`src/rtl/stack_arbiter.sv`:
```
// stack_arbiter: shares one stack RAM and its stack pointer between two requesters
// (0: core datapath, 1: call/irq unit) with round-robin arbitration.
//
// Operations are sequenced against a synchronous RAM with 1-cycle read latency:
//   grant (IDLE) -> PUSH -> IDLE
//   grant (IDLE) -> POP_RD -> POP_DATA -> IDLE (rvalid pulses in this IDLE cycle)
//
// Parameters
//   BITS        data word width
//   DEPTH_BITS  RAM address width, depth = 2**DEPTH_BITS
//
// Ports
//   clk, rst_n                   clock, asynchronous active-low reset
//   reqN_valid/op/wdata          request (op 1 = push, 0 = pop), held until reqN_ready
//   reqN_ready                   1-cycle accept pulse
//   reqN_rvalid                  1-cycle pop-result pulse, rdata valid alongside
//   rdata                        shared pop result
//   mem_we/mem_addr/mem_wdata    RAM write strobe, address, write data
//   mem_rdata                    RAM read data, valid 1 cycle after mem_addr
//   sp, full, empty              fill level and its flags
//   err, err_clr                 sticky overflow/underflow flag and its clear
//
// Optional feature (macro STACK_WATERMARK_EN): adds output high_water, the largest
// fill level seen since reset or the last err_clr.

module stack_arbiter #(
  parameter int unsigned BITS       = 8,
  parameter int unsigned DEPTH_BITS = 4
) (
  input  logic                  clk,
  input  logic                  rst_n,
  input  logic                  req0_valid,
  input  logic                  req0_op,
  input  logic [BITS-1:0]       req0_wdata,
  output logic                  req0_ready,
  output logic                  req0_rvalid,
  input  logic                  req1_valid,
  input  logic                  req1_op,
  input  logic [BITS-1:0]       req1_wdata,
  output logic                  req1_ready,
  output logic                  req1_rvalid,
  output logic [BITS-1:0]       rdata,
  output logic                  mem_we,
  output logic [DEPTH_BITS-1:0] mem_addr,
  output logic [BITS-1:0]       mem_wdata,
  input  logic [BITS-1:0]       mem_rdata,
  output logic [DEPTH_BITS:0]   sp,
  output logic                  full,
  output logic                  empty,
  output logic                  err,
  input  logic                  err_clr
`ifdef STACK_WATERMARK_EN
  ,
  output logic [DEPTH_BITS:0]   high_water
`endif
);

  localparam logic [DEPTH_BITS:0] SpFull = {1'b1, {DEPTH_BITS{1'b0}}};
  localparam logic [DEPTH_BITS:0] SpOne  = {{DEPTH_BITS{1'b0}}, 1'b1};

  typedef enum logic [1:0] {StIdle, StPush, StPopRd, StPopData} state_e;

  state_e                state_q, state_d;
  logic [DEPTH_BITS:0]   sp_q, sp_d;
  logic                  err_q, err_d;
  logic                  last_q, last_d;     // requester granted most recently
  logic                  gnt_q, gnt_d;       // owner of the operation in flight
  logic [BITS-1:0]       data_q, data_d;     // latched push data
  logic                  uflow_q, uflow_d;   // current pop hit an empty stack
  logic [BITS-1:0]       rdata_q, rdata_d;
  logic [1:0]            rvalid_q, rvalid_d;
  // mem_addr/mem_wdata hold their last driven value when not actively used
  logic [DEPTH_BITS-1:0] addr_q;
  logic [BITS-1:0]       wdata_q;

  logic                  gnt_any;
  logic                  win;
  logic                  win_op;
  logic [BITS-1:0]       win_wdata;
  logic [DEPTH_BITS:0]   sp_dec;
  logic                  err_evt;

  // Arbitration: on contention the requester not granted last time wins.
  always_comb begin
    gnt_any   = req0_valid | req1_valid;
    win       = (req0_valid & req1_valid) ? ~last_q : req1_valid;
    win_op    = win ? req1_op : req0_op;
    win_wdata = win ? req1_wdata : req0_wdata;
  end

  assign sp_dec = sp_q - SpOne;
  assign full   = (sp_q == SpFull);
  assign empty  = (sp_q == '0);

  // State register (FSM plus datapath registers).
  always_ff @(posedge clk or negedge rst_n) begin
    if (!rst_n) begin
      state_q  <= StIdle;
      sp_q     <= '0;
      err_q    <= 1'b0;
      last_q   <= 1'b1;
      gnt_q    <= 1'b0;
      data_q   <= '0;
      uflow_q  <= 1'b0;
      rdata_q  <= '0;
      rvalid_q <= '0;
      addr_q   <= '0;
      wdata_q  <= '0;
    end else begin
      state_q  <= state_d;
      sp_q     <= sp_d;
      err_q    <= err_d;
      last_q   <= last_d;
      gnt_q    <= gnt_d;
      data_q   <= data_d;
      uflow_q  <= uflow_d;
      rdata_q  <= rdata_d;
      rvalid_q <= rvalid_d;
      addr_q   <= mem_addr;
      wdata_q  <= mem_wdata;
    end
  end

  // Next-state logic.
  always_comb begin
    state_d = state_q;
    unique case (state_q)
      StIdle:    if (gnt_any) state_d = win_op ? StPush : StPopRd;
      StPush:    state_d = StIdle;
      StPopRd:   state_d = StPopData;
      StPopData: state_d = StIdle;
      default:   state_d = StIdle;
    endcase
  end

  // Datapath next-state logic.
  always_comb begin
    sp_d     = sp_q;
    last_d   = last_q;
    gnt_d    = gnt_q;
    data_d   = data_q;
    uflow_d  = uflow_q;
    rdata_d  = rdata_q;
    rvalid_d = 2'b00;
    err_evt  = 1'b0;
    unique case (state_q)
      StIdle: begin
        if (gnt_any) begin
          last_d = win;
          gnt_d  = win;
          data_d = win_wdata;
        end
      end
      StPush: begin
        // Overflow push was already accepted; it is dropped here.
        if (!full) sp_d = sp_q + SpOne;
        else       err_evt = 1'b1;
      end
      StPopRd: begin
        if (!empty) begin
          sp_d    = sp_dec;
          uflow_d = 1'b0;
        end else begin
          uflow_d = 1'b1;
          err_evt = 1'b1;
        end
      end
      StPopData: begin
        rdata_d  = uflow_q ? '0 : mem_rdata;
        rvalid_d = gnt_q ? 2'b10 : 2'b01;
      end
      default: ;
    endcase
    // A new error in the same cycle as err_clr leaves err set.
    err_d = err_evt | (err_q & ~err_clr);
  end

  // Output logic.
  always_comb begin
    req0_ready = 1'b0;
    req1_ready = 1'b0;
    mem_we     = 1'b0;
    mem_addr   = addr_q;
    mem_wdata  = wdata_q;
    unique case (state_q)
      StIdle: begin
        if (gnt_any) begin
          req0_ready = ~win;
          req1_ready = win;
        end
      end
      StPush: begin
        if (!full) begin
          mem_we    = 1'b1;
          mem_addr  = sp_q[DEPTH_BITS-1:0];
          mem_wdata = data_q;
        end
      end
      StPopRd: begin
        if (!empty) mem_addr = sp_dec[DEPTH_BITS-1:0];
      end
      default: ;
    endcase
  end

  assign req0_rvalid = rvalid_q[0];
  assign req1_rvalid = rvalid_q[1];
  assign rdata       = rdata_q;
  assign sp          = sp_q;
  assign err         = err_q;

`ifdef STACK_WATERMARK_EN
  logic [DEPTH_BITS:0] hw_q, hw_d;

  always_comb begin
    if (err_clr)          hw_d = sp_q;
    else if (sp_q > hw_q) hw_d = sp_q;
    else                  hw_d = hw_q;
  end

  always_ff @(posedge clk or negedge rst_n) begin
    if (!rst_n) hw_q <= '0;
    else        hw_q <= hw_d;
  end

  assign high_water = hw_q;
`endif

endmodule
```
`config.mk`:
```
export PLATFORM = sky130hd
export DESIGN_NAME = stack_arbiter
export DESIGN_NICKNAME = d
export VERILOG_FILES = /design/src/rtl/stack_arbiter.sv
export SDC_FILE = /design/constraint.sdc
export NUM_CORES = 1
export LEC_CHECK = 0
export CAP_MARGIN = 20
export CORE_MARGIN = 8
export CORE_UTILIZATION = 42
export DETAILED_ROUTE_END_ITERATION = 8
export PLACE_DENSITY = 0.79
export RECOVER_POWER = 50
export SLEW_MARGIN = 20
export SYNTH_ARGS = -nofsm -noshare
export SYNTH_HDL_FRONTEND = slang
export SYNTH_SLANG_ARGS = --single-unit
```
`constraint.sdc`:
```
create_clock -name clk -period 2.06 [get_ports clk]
set_clock_uncertainty 0.2 [all_clocks]
set_input_delay 0.309 -clock clk [delete_from_list [all_inputs] [get_ports clk]]
set_output_delay 0.309 -clock clk [all_outputs]
set_load 0.05 [all_outputs]
```
======== Word-level counts from Yosys, hierarchy flattened ========
Index checks and enable logic that the tools add are counted.
word-level totals
  logic and storage cells ................. 59
  flip-flop bits (word level) ............. 41
  output and inout port bits .............. 33
  input port bits ......................... 31
operators by class
  bitwise gates (word level) .............. 7
  add/sub/neg operators ................... 2
  reduce and logical (&&, ||, !) cells .... 6
  equal/unequal tests ..................... 7
  mux-type cells .......................... 26
operators by type and width
  kind                 number
  $mux 8               4
  $mux 1               10
  $mux 5               2
  $pmux 5 s2           1
  $mux 2               4
  $mux 4               2
  $pmux 4 s2           1
  $ne 2x2->1 const B   3
  $pmux 2 s3           1
  $add 5x1->5 const B  1
  $eq 5x5->1 const B   1
  $logic_not 5->1      1
  $sub 5x1->5 const B  1
  $eq 2x2->1 const B   2
  $not 1->1            3
  $reduce_and 3->1     1
  $and 1x1->1          2
  $eq 2x1->1 const B   1
  $logic_not 2->1      1
  $or 1x1->1           2
  $pmux 1 s2           1
  $reduce_and 2->1     1
  $reduce_bool 2->1    1
  $reduce_or 2->1      1

======== Depth between registers and ports, before layout ========
Gate-level depths: netlist (run 1).
  depth in word-level cells ............... 6
  depth in mapped cells ................... 6
  depth with buffers taken out ............ 6

======== Worst setup path before layout (run 1) ========
OpenSTA, ideal clock, no wires.
  path kind ............................... reg-to-output
  from .................................... register sp_q[0], in the netlist sp[0]
  to ...................................... output mem_addr[0]
  setup slack ............................. -1.165 ns
  data required time ...................... 1.551 ns
  cell stages (with the launch flop) ...... 7
  arrival time ............................ 2.716 ns
  path through ............................ dfrtp_1 inv_1 ha_1 or4b_4 inv_2 o21ai_0 o221ai_1
on the way
  word-level cells in the longest chain between the ends .. 3
  elaborated cells on any way between the ends .. 6
  those cells by class .................... add/sub (1); eq/ne (1); mux (3); reduce/logical (1)
ends and longest elaborated chain
  item                    RTL line  RTL
  from (decl)             64        logic [DEPTH_BITS:0] sp_q, sp_d;
  from (signal assigned)  111       sp_q <= sp_d;
  $logic_not 5->1         93        assign empty = (sp_q == '0);
  via empty               49        output logic empty,
  $mux 4                  200       if (!empty) mem_addr = sp_dec[DEPTH_BITS-1:0];
  $pmux 4 s2              185       unique case (state_q)
  to (decl)               44        output logic [DEPTH_BITS-1:0] mem_addr,
The timed path passes the listed nets, and every way through them passes these cells.

======== Worst setup path after layout (run 1) ========
  from .................................... register sp_q[1], in the netlist sp[1]
  to ...................................... output mem_addr[2]
on the way
  word-level cells in the longest chain between the ends .. 3
  elaborated cells on any way between the ends .. 6
  those cells by class .................... add/sub (1); eq/ne (1); mux (3); reduce/logical (1)
ends and longest elaborated chain
  item                                       RTL line  RTL
  $sub 5x1->5, or another cell as far along  91        assign sp_dec = sp_q - SpOne;
  $mux 4 (on tied branches)                  200, 193
  $pmux 4 s2 *                               185
Mark *: on every way between the ends. The rest lies on a longest branch, timed or not.

==> impl_results.md, run 1 <==
- Port buffer count: 63
- R2R cell count: 5
- Post-synthesis net count: 230
- Fraction of synthesized cell area in xor and xnor cells: 2.12%
- Initial antenna violation count: 0
- Critical R2R Launch: state_q[0]
- CP endpoint: mem_addr[2]
- DRC viols: 0
- Drt wl/cell: 15.6 µm
- Antenna cells: 0
- Htree depth: 2
- Post-Route WL: between 5 and 6 mm
- Die height: 86.1 µm
- Netlist cell types: 44
- First-pass GRT wire length: 8.89 mm
- Status: complete, but fails checks
- Number of global-route vias before repair: 1813
- Die area: 7410 µm²
- Register area share after synthesis: 49.8%
- Synth async-reset ratio: 100%
- Worst flop-to-flop path endpoint: sp[3]
- Compound-cell area share of the yosys netlist: 12.6%
- Num CTS Buffers: 5
- Post-synthesis simple-gate area fraction: between 10% and 20%
- Clock root cell: clkbuf_8
- P&R area growth vs syn: 59.5%
- Normalized max-slew margin: 53.4%
- #FFs+latches synth: 41
- Reg-to-reg setup timing slack: 0.04 ns
- Synth area leader: dfrtp_1
- Failing checks: negative setup slack
- Top-area cell type share of the netlist area: 48.5%
- Starting Density: 43.7%
- Largest net degree at the start of global routing: 30
- Die width: 86.1 µm
- CP Class: reg -> out
- Final hold viol count: 0
- CORE AREA: 4720 µm²
- Row cnt: 25
- Yosys warning count: 0
- Syn Area/Cell: roughly 11 µm²
- Detail Placement HPWL: around 4.2 mm
- Setup violations, final: 15
- Element type at the critical path end: output pin
- Setup total negative slack: -4.74 ns
- Fmax: ~400 MHz
- Grt total ovfl: 0
- Final worst slack: -0.468 ns
- Worst-path clk slew: ~0.08 ns
- Initial DRC Count: about 100
- GRT Util Overall: 15.0%
- CP startpoint kind: flip-flop
- Largest family of logic cells by synthesized area: simple AND/OR/NAND/NOR gates
- GP Congestion: 0.895
- Main area contributors after synthesis: dfrtp_1 (49%), mux2_2 (5.5%), mux2i_1 (4.9%), o21ai_0 (4.9%), ha_1 (4.2%)
- Adder-Cell Fraction of Synth Area: between 4 and 5%
- Top FF cell, synth: dfrtp_1
- RSZ-0062 raised after global routing: true
- Longest Clk Path Bufs: 2
- Via count: 1732
- Antenna viol nets, final: 0
- First drt pass iteration count: 4
- Cells after Synth: 192
- Number of synthesized flops with an enable pin: 0
- Final Slew Violations: 0
- Class of the worst hold path: reg -> reg
- Req. time, crit path: between 1.5 and 2 ns
- Vias per cell: 4.91
- Period minus WS final: 2.53 ns
- CTS tree: done
- Slew of the pin with the lowest slew margin: 0.699 ns
- IO Pins: 64
- Post-Synthesis Cell Area: 2060 µm²
- Max-cap violations: 0
- # clock sinks: slightly above 40
- Share of layout cells above drive strength 1: 32.5%
- Worst-path fanout max: 5
- Worst-Skew Late Latency: 0.29 ns
- Crit path DAT: slightly above 2 ns
- Critical Path Start: sp[1]
- Nets: approximately 320
- Final Cycle Share: 123%
- Mux cell area share after synthesis: 10.3%
[worst min-delay path by stage]
stage,start,end,cells after the start
2_1_floorplan,rst_n,addr_q[0],0
3_3_place_gp,rst_n,addr_q[3],1
3_5_place_dp,rst_n,addr_q[0],1
4_1_cts,gnt_q,rvalid_q[0],1
5_1_grt,gnt_q,rvalid_q[0],1
6_report,gnt_q,rvalid_q[0],1
[worst max-delay path, cell delays in order (launching register included)]
cell and delay, ns:
dfrtp_2 0.41, inv_2 0.08, ha_4 0.15, or4b_4 0.56
buf_6 0.16, a21oi_4 0.13, a31oi_4 0.05, buf_12 0.17
[what timing repair did]
action                                  in CTS  in global routing
hold buffers                                 1                  0
endpoints found under the setup margin      17                 19
buffers inserted                             3                  2
pin swaps                                    3                  1
endpoints found under the hold margin       26                  0
gates resized for setup                      9                  7
[sequential cells by signal, summed over array words and instances (netlist names)]
register / flops
last_q: 1
uflow_q: 1
addr_q: 4
state_q: 2
gnt_q: 1
rdata: 8
rvalid_q: 2
wdata_q: 8
err: 1
data_q: 8
sp: 5
[cells by family after synthesis]
kind of cell,after synthesis
xor+xnor,5
flops,41
fa+ha+maj,7
buf+inv,31
mux,20
compound gates,42
simple gates,46
[cell usage in the layout (no fill, tap or decap), types with 4 or more instances in the layout]
cell type / netlist / layout
inv_1: 21 / 19
clkdlybuf4s50_1: 0 / 40
clkbuf_1: 3 / 7
mux2i_1: 10 / 10
mux2_4: 0 / 8
nand2_1: 11 / 11
buf_12: 0 / 8
o21ai_0: 20 / 19
nand3b_1: 9 / 9
dfrtp_2: 0 / 4
dfrtp_1: 40 / 36
buf_4: 0 / 34
clkbuf_8: 0 / 5
[area by class of cell]
class / instances / area, µm²
Timing Repair Buffer: 96 / 921
Tap cell: 67 / 83.8
Fill cell: 348 / 1430
Clock inverter: 2 / 35.0
Sequential cell: 41 / 1030
Multi-Input combinational cell: 120 / 1060
Inverter: 22 / 90.1
Clock buffer: 5 / 68.8
[Yosys cell counts, types with 3 or more instances]
cell type  instances
a21oi_1            7
inv_1             21
nand3_1            3
dfrtp_1           40
and2_1             4
o221ai_1           3
nand2_1           11
o21ai_0           20
clkbuf_1           3
nand3b_1           9
buf_2              3
mux2i_1           10
mux2_2            10
ha_1               7
xor2_1             3
nor2_1             4
[metrics by stage]
step / hold WS (ns) / std cells / setup slack (ns) / cell area (µm²) / utilization (%)
final: 0.254 / 353 / -0.468 / 3290 / 69.6
after global placement: 0.163 / 340 / -0.147 / 3100 / 65.7
after detailed placement: 0.167 / 340 / -0.207 / 3100 / 65.7
after CTS: 0.256 / 351 / -0.459 / 3270 / 69.3
after floorplan: -0.187 / 192 / -0.484 / 2190 / -
after global routing: 0.287 / 353 / -0.532 / 3290 / 69.6
[routing by layer]
layer	GRT usage [%]	routed length, µm
met1	19.0	2520
met2	24.4	2690
met3	3.06	235
met4	6.05	80
met5	0	0
Power of run 1 is not shown: default switching activity piles up to over one toggle a cycle in this logic, so the estimate is an artifact.
==> run 2, diff against run 1 <==
- CTS_CLUSTER_SIZE: not set -> 16
- MAX_ROUTING_LAYER: not set -> met4
==> impl_results.md, run 2 (synthesized netlist as in run 1, its figures left out) <==
- Final hold viol count: 0 (unchanged)
- Worst-path fanout max: 5 (unchanged)
- Antenna cells: 0 (unchanged)
- Detail Placement HPWL: 4.11 mm (-2.8%)
- Grt total ovfl: 0 (unchanged)
- Row cnt: 25 (unchanged)
- Fmax: 395 MHz (-0.17%)
- Cell area after layout: 3560 µm² (+8.3%)
- Worst-Skew Late Latency: 0.29 ns (about the same)
- Crit path DAT: 2.02 ns (about the same)
- Final worst slack: -0.472 ns (-0.00430 ns)
- Die area: 7410 µm² (unchanged)
- Final Cycle Share: 123% (+0.21 points)
- Share of layout cells above drive strength 1: 38.5% (+6.0 points)
- Setup violations, final: 14 (-1)
- Worst-path clk slew: 0.08 ns (about the same)
- Post-Route WL: 6.00 mm (+8.7%)
- Drt wl/cell: 16.3 µm (+4.3%)
- Initial DRC Count: 102 (-1.9%)
- Initial antenna violation count: 0 (unchanged)
- Failing checks: negative setup slack
- Starting Density: 43.7% (unchanged)
- Longest Clk Path Bufs: 2 (unchanged)
- Normalized max-slew margin: 51.9% (-1.4 points)
- CORE AREA: 4720 µm² (unchanged)
- Antenna viol nets, final: 0 (unchanged)
- RSZ-0062 raised after global routing: true
- Clock root cell: clkbuf_8
- Port buffer count: 63 (unchanged)
- Max-cap violations: 0 (unchanged)
- Element type at the critical path end: output pin
- Via count: 1823 (+5.3%)
- Req. time, crit path: 1.55 ns (about the same)
- Class of the worst hold path: reg -> reg
- Most frequent cells in the layout: clkdlybuf4s50_1 (40), dfrtp_1 (36), buf_4 (35)
- Htree depth: 2 (unchanged)
- Nets: 338 (+4.3%)
- First-pass GRT wire length: 9.56 mm (+7.5%)
- Number of global-route vias before repair: 1897 (+4.6%)
- Dpl ws: -0.185 ns (+0.0221 ns)
- GRT Util Overall: 16.5% (+1.5 points)
- Num CTS Buffers: 5 (unchanged)
- CTS tree: done
- First drt pass iteration count: 4 (unchanged)
- Slew of the pin with the lowest slew margin: 0.721 ns (+0.0217 ns)
- Die width: 86.1 µm (unchanged)
- Die height: 86.1 µm (unchanged)
- Most common cell after layout, fill and taps aside: clkdlybuf4s50_1
- DRC viols: 0 (unchanged)
- Vias per cell: 4.95 (+0.96%)
- Placed Area: 3100 µm² (unchanged)
- Period minus WS final: 2.53 ns (+0.00430 ns)
- Status: complete, but fails checks
- Non-Filler Instances: 368 (+4.2%)
- # placed instances: 340 (unchanged)
- CP startpoint kind: flip-flop
- GP Congestion: 0.898 (+0.39%)
- CP Class: reg -> out
- P&R area growth vs syn: 72.8%
- IO Pins: 64 (unchanged)
- # clock sinks: 41 (unchanged)
- Final Slew Violations: 0 (unchanged)
- Largest net degree at the start of global routing: 30 (unchanged)
-- run 2: cell count changes in the layout (fill, tap and decap cells not counted), sizes merged --
| cell | previous run | this run |
|---|---|---|
| nand2 | 12 | 13 |
| clkbuf | 15 | 16 |
| clkinv | 1 | 0 |
| buf | 45 | 58 |
| clkinvlp | 0 | 1 |
-- run 2: area by class of cell --
cell class | instances | area [µm²]
Sequential cell | 41 | 1030
Inverter | 22 | 92.6
Clock inverter | 2 | 37.5
Timing Repair Buffer | 109 | 1070
Multi-Input combinational cell | 121 | 1160
Tap cell | 67 | 83.8
Fill cell | 285 | 1160
Clock buffer | 6 | 82.6
-- run 2: worst paths after layout --
check	end	slack, ns	cells after the start	startpoint
worst max-delay path	mem_addr[0]	-0.47	7	sp[0]
worst min-delay path	rvalid_q[0]	0.27	1	gnt_q
worst max register to register	addr_q[3]	0.06	6	sp[0]
worst min register to register	rvalid_q[0]	0.27	1	gnt_q
max in group asynchronous	wdata_q[6]	0.42	3	rst_n
min in group asynchronous	addr_q[0]	0.39	2	rst_n
-- run 2: repair_timing --
action,in CTS,in global routing
buffers inserted,14,7
hold buffers,1,0
endpoints found under the setup margin,15,24
hold endpoints to repair,26,0
pin swaps,7,5
resized for setup,33,17
cloned,1,0
-- run 2: critical path: stages, from the launching register on --
cell,delay [ns]
dfrtp_2,0.43
inv_2,0.09
ha_4,0.14
or4b_4,0.55
inv_8,0.09
o21ai_4,0.06
o221ai_4,0.20
buf_12,0.17
-- run 2: routing by layer --
| layer | GRT usage [%] | vias up | share of wire, % |
|---|---|---|---|
| met5 | - | - | 0 |
| met4 | 4.46 | 0 | 0.90 |
| met3 | 2.20 | 4 | 5.3 |
| met2 | 26.5 | 54 | 50 |
| met1 | 21.2 | 880 | 44 |
| li1 | - | 885 | - |
-- run 2: through the flow --
step / setup TNS, ns / hold WS, ns / utilization [%]
final: -5.05 / 0.267 / 75.4
after global routing: -5.85 / 0.287 / 75.4
after CTS: -4.41 / 0.263 / 73.9
after detailed placement: -0.540 / 0.176 / 65.7
after global placement: -0.412 / 0.163 / 65.7
after floorplan: -2.92 / -0.187 / -
Power of run 2 is left out for the same reason.
